==> config.mk <==
export PLATFORM = sky130hd
export DESIGN_NAME = spike_rate_decoder
export DESIGN_NICKNAME = d
export VERILOG_FILES = /design/src/rtl/spike_rate_decoder.sv
export SDC_FILE = /design/constraint.sdc
export NUM_CORES = 1
export LEC_CHECK = 0
export ABC_AREA = 1
export CORE_MARGIN = 2
export CORE_UTILIZATION = 40
export DETAILED_ROUTE_END_ITERATION = 12
export HOLD_SLACK_MARGIN = 0.05
export REMOVE_ABC_BUFFERS = 1
export SYNTH_ARGS = -nofsm -noshare
export SYNTH_HDL_FRONTEND = slang
export SYNTH_SLANG_ARGS = --single-unit
export TNS_END_PERCENT = 1
==> constraint.sdc <==
create_clock -name clk -period 3.8 [get_ports clk]
set_input_delay 1.14 -clock clk [delete_from_list [all_inputs] [get_ports clk]]
set_output_delay 1.14 -clock clk [all_outputs]
set_load 0.1 [all_outputs]
==> src/rtl/spike_rate_decoder.sv <==
// spike_rate_decoder: decodes a spike train into a per-window spike count and last inter-spike interval.
// Interval tracking exists only when SPIKE_RATE_DECODER_ISI_EN is defined; otherwise isi reads 0.
module spike_rate_decoder #(
  parameter int WIN_CYCLES = 256,
  parameter int CNT_W      = 8,
  parameter int ISI_W      = 8
) (
  input  logic             clk,
  input  logic             rst_n,
  input  logic             en,
  input  logic             spike,
  output logic [CNT_W-1:0] rate,
  output logic [ISI_W-1:0] isi,
  output logic             overflow,
  output logic             valid,
  input  logic             ready
);

  localparam int IDX_W = $clog2(WIN_CYCLES);
  localparam logic [IDX_W-1:0] LAST_IDX = IDX_W'(WIN_CYCLES - 1);

  typedef enum logic [1:0] {S_IDLE, S_COUNT, S_HOLD} state_t;

  state_t           r_state;
  logic [IDX_W-1:0] r_win_idx;
  logic [CNT_W-1:0] r_spk_cnt;
  logic             r_ovf_acc;
  logic [CNT_W-1:0] r_rate;
  logic             r_overflow;
  logic             r_valid;

  logic [CNT_W:0]   w_cnt_inc;
  logic [CNT_W-1:0] w_cnt_nxt;
  logic             w_ovf_nxt;

  // MSB of the result flags an increment lost to saturation.
  function automatic logic [CNT_W:0] cnt_sat_inc(input logic [CNT_W-1:0] c);
    if (&c) return {1'b1, c};
    return {1'b0, c + CNT_W'(1)};
  endfunction

  assign w_cnt_inc = cnt_sat_inc(r_spk_cnt);

`ifdef SPIKE_RATE_DECODER_ISI_EN
  localparam logic [63:0] ISI_MAX = (64'd1 << ISI_W) - 64'd1;

  logic             r_seen;
  logic [IDX_W-1:0] r_prev_idx;
  logic [ISI_W-1:0] r_isi_last;
  logic [ISI_W-1:0] r_isi;
  logic [ISI_W:0]   w_isi_sat;
  logic [ISI_W-1:0] w_isi_nxt;

  // Interval is measured at full index width, then clamped to the isi width.
  function automatic logic [ISI_W:0] isi_sat(input logic [IDX_W-1:0] d);
    if (64'(d) > ISI_MAX) return {1'b1, {ISI_W{1'b1}}};
    return {1'b0, ISI_W'(d)};
  endfunction

  assign w_isi_sat = isi_sat(r_win_idx - r_prev_idx);
  assign isi       = r_isi;
`else
  assign isi = '0;
`endif

  always_comb begin
    w_cnt_nxt = r_spk_cnt;
    w_ovf_nxt = r_ovf_acc;
    if (spike) begin
      w_cnt_nxt = w_cnt_inc[CNT_W-1:0];
      w_ovf_nxt = r_ovf_acc | w_cnt_inc[CNT_W];
    end
`ifdef SPIKE_RATE_DECODER_ISI_EN
    w_isi_nxt = r_isi_last;
    if (spike && r_seen) begin
      w_isi_nxt = w_isi_sat[ISI_W-1:0];
      w_ovf_nxt = w_ovf_nxt | w_isi_sat[ISI_W];
    end
`endif
  end

  always_ff @(posedge clk) begin
    if (!rst_n) begin
      r_state    <= S_IDLE;
      r_win_idx  <= '0;
      r_spk_cnt  <= '0;
      r_ovf_acc  <= 1'b0;
      r_rate     <= '0;
      r_overflow <= 1'b0;
      r_valid    <= 1'b0;
`ifdef SPIKE_RATE_DECODER_ISI_EN
      r_seen     <= 1'b0;
      r_prev_idx <= '0;
      r_isi_last <= '0;
      r_isi      <= '0;
`endif
    end else begin
      // Outside COUNT the window accumulators sit cleared, so every entry to COUNT starts fresh.
      if (r_state != S_COUNT) begin
        r_win_idx <= '0;
        r_spk_cnt <= '0;
        r_ovf_acc <= 1'b0;
`ifdef SPIKE_RATE_DECODER_ISI_EN
        r_seen     <= 1'b0;
        r_prev_idx <= '0;
        r_isi_last <= '0;
`endif
      end
      case (r_state)
        S_IDLE: begin
          if (en) r_state <= S_COUNT;
        end
        S_COUNT: begin
          if (!en) begin
            r_state <= S_IDLE;
          end else begin
            r_spk_cnt <= w_cnt_nxt;
            r_ovf_acc <= w_ovf_nxt;
`ifdef SPIKE_RATE_DECODER_ISI_EN
            r_isi_last <= w_isi_nxt;
            if (spike) begin
              r_seen     <= 1'b1;
              r_prev_idx <= r_win_idx;
            end
`endif
            if (r_win_idx == LAST_IDX) begin
              r_state    <= S_HOLD;
              r_rate     <= w_cnt_nxt;
              r_overflow <= w_ovf_nxt;
              r_valid    <= 1'b1;
`ifdef SPIKE_RATE_DECODER_ISI_EN
              r_isi      <= w_isi_nxt;
`endif
            end else begin
              r_win_idx <= r_win_idx + IDX_W'(1);
            end
          end
        end
        S_HOLD: begin
          if (ready) begin
            r_valid <= 1'b0;
            r_state <= en ? S_COUNT : S_IDLE;
          end
        end
        default: r_state <= S_IDLE;
      endcase
    end
  end

  assign rate     = r_rate;
  assign overflow = r_overflow;
  assign valid    = r_valid;

endmodule

==> metrics.csv <==
stage,metric,value,unit
flow_run,drv_cap,0,
cts,cts_tree,built,
routing,drt_iter0_drc,55,
sta,worst_slew_pin_slew,0.674,ns
floorplanning,coreArea,3940,µm²
floorplanning,initial_core_util,40.7,%
yosys,synth_top_family_by_area,simple AND/OR/NAND/NOR gates,
power_and_ir_drop,powerDensity,360,nW/µm²
routing,wl,3.35,mm
yosys,syn_area_per_cell,6.80,µm²
sta,max_freq,374,MHz
cts,clock_latency,0.28,ns
floorplanning,pin_count,23,
floorplanning,fp.dieArea,4530,µm²
grt,grt_max_degree,22,
sta,post-route-period-util,70.4,%
sta,finalCriticalPeriod,2.68,ns
worst_setup_path,timing.rr.start,r_state[0],
cts,post_cts_resized,0,
yosys,ys.warnings.count,0,
yosys,synthTopCellsByCount,"68 x nand2_1, 29 x dfxtp_1, 28 x a21oi_1, 23 x inv_1, 21 x nand3_1",
floorplanning,die_w,67.3,µm
routing,vias_per_cell,4.78,
worst_setup_path,critical_path_peak_fanout,12,
cts,cts-root-buf,clkbuf_8,
placement,dp_hpwl,2.42,mm
grt,overflow,0,
grt,grt_pass1_vias,1274,
power_and_ir_drop,cellLeakagePower,0.729,nW
sta,max_slew_margin,55.0,%
yosys,synthDistinctLibCells,26,
floorplanning,fp.dieH,67.3,µm
cts,clk_pin_slew_worst_paths,0.06,ns
routing,drc,0,
grt,grt_pass1_wl,5.71,mm
outcome,status,finished clean,
cts,cts_post_setup_buffers_inserted,0,
yosys,ys_seq_area_share,36.2,%
routing,wl_per_cell,11.1,µm
layout,drive_gt1_share,13.9,%
sta,fin_worst_skew,0.00586,ns
yosys,async_reset_ff_share,0,%
placement,dpl_cell_area,1720,µm²
routing,drt_first_pass_iters,4,
cts,clockBufferDepth,2,
yosys,synth_mux_area_share,0,%
worst_setup_path,r2r-end,r_win_idx[2],
yosys,synth_compound_area_share,11.9,%
cts,h-tree-depth,2,
routing,antenna_left,0,
sta,holdWs,0.468,ns
power_and_ir_drop,power,656,µW
yosys,synthCells,236,
power_and_ir_drop,max-vdd-ir-drop,210,µV
worst_setup_path,crit_arrival,2.88,ns
worst_setup_path,endpoint,r_win_idx[2],
yosys,ys_top_cells_by_area,"dfxtp_1 36%, nand2_1 16%, a21oi_1 8.7%",
grt,antenna_found_initial,0,
yosys,synth_simple_gate_area_share,37.8,%
yosys,synth_ff_type,dfxtp_1,
sta,setup_viol,0,
yosys,yosysTopAreaCell,dfxtp_1,
sta,setup_tns,0,ns
layout,syn2layout_area_growth,13.6,%
grt,globalRouteTotalUtil,17.2,%
placement,io_buffers,14,
min_path,hp-class,flop to flop,
sta,rsz0062_at_grt,false,
floorplanning,rows,23,
routing,via_count,1444,
yosys,synthMostInstantiatedCell,nand2_1,
worst_setup_path,reg2regPathDepth,8,
yosys,synth-edff-count,0,
worst_setup_path,reg2reg_slack,2.12,ns
cts,clock-sinks,29,
cts,hold_buffers,0,
layout,n_antenna_cell,0,
placement,place_congestion,0.828,
yosys,synthXorXnorAreaFrac,1.09,%
yosys,ys_seq_elements,29,
yosys,synth.top_cell.area_share,36.2,%
sta,hold_viol,0,
worst_setup_path,startpoint,en,
worst_setup_path,worstPathRequired,4.00,ns
worst_setup_path,start_kind,primary input,
worst_setup_path,endpoint_kind,flop,
worst_setup_path,path_class,primary input to flop,
yosys,syn_area,1600,µm²
sta,slew_viol_final,0,
cts,cts_made_buffers,5,
layout,design_area,1820,µm²
yosys,yosys.area_share.adder,1.56,%
layout,nNetsFinal,258,
## flip-flops by register name (all words and copies together), names as in the netlist
signal,count
overflow,1
r_ovf_acc,1
r_spk_cnt,8
r_state,2
r_win_idx,8
rate,8
valid,1
## power breakdown
| group | switching (mW) | internal [mW] | leakage [nW] | total [mW] |
|---|---|---|---|---|
| Sequential | 0.00175 | 0.306 | 0.234 | 0.308 |
| Combinational | 0.0581 | 0.00999 | 0.441 | 0.0681 |
| Clock | 0.116 | 0.163 | 0.0542 | 0.279 |
## cell usage in the layout (no fill, tap or decap), types with 4 or more instances in the layout
cell / n
nand2_1: 68
dfxtp_1: 29
a21oi_1: 28
inv_1: 23
nand3_1: 21
nor2_1: 15
buf_4: 10
o21ai_0: 9
conb_1: 8
clkbuf_8: 7
nor2_4: 5
clkdlybuf4s50_1: 4
## how the worst min path moves through the flow
stage	startpoint	endpoint	slack [ns]	cells after the start
2_1_floorplan	r_win_idx[3]	r_win_idx[3]	0.46	2
3_3_place_gp	valid	valid	0.45	2
3_5_place_dp	valid	valid	0.46	2
4_1_cts	valid	valid	0.47	2
5_1_grt	rate[2]	rate[2]	0.50	2
6_report	valid	valid	0.47	2
## cell type report
type                    instances  area, µm²
clock buffers                   7       96.3
clock inverters                 1       5.00
fillers                       391       2120
inverters                      25       93.8
multi-input cells             176        868
flip-flops and latches         29        581
well taps                      50       62.6
repair buffers                 14        115
## metrics by stage
stage,std cells,utilization (%),worst slack [ns]
final,302,46.2,1.12
after global routing,302,46.2,0.969
after CTS,302,46.2,1.11
after detailed placement,294,43.6,0.832
after global placement,294,43.6,0.906
after floorplan,230,-,1.74
## worst max-delay path: stages
cell             delay [ns]
clkdlybuf4s50_1        0.60
inv_1                  0.18
nor2_2                 0.49
inv_1                  0.16
nor2_1                 0.10
o21ai_0                0.08
a21oi_1                0.12
## cells by family (layout without fill, tap and decap cells)
kind of cell / Yosys count / after routing
AO/OA/AOI/OAI: 38 / 38
other: 1 / 8
buffers and inverters: 38 / 47
AND/OR/NAND/NOR: 126 / 126
XOR/XNOR: 2 / 2
adder cells (fa/ha/maj): 2 / 2
flip-flops: 29 / 29
## metal layers
layer / up-vias / GRT usage, % / part of all wire [%]
li1: 773 / - / -
met1: 644 / 20.2 / 49
met2: 21 / 28.1 / 46
met3: 6 / 5.50 / 3.5
met4: 0 / 8.42 / 1.9
met5: - / 0 / 0
Power figures use the tool's default switching activity.
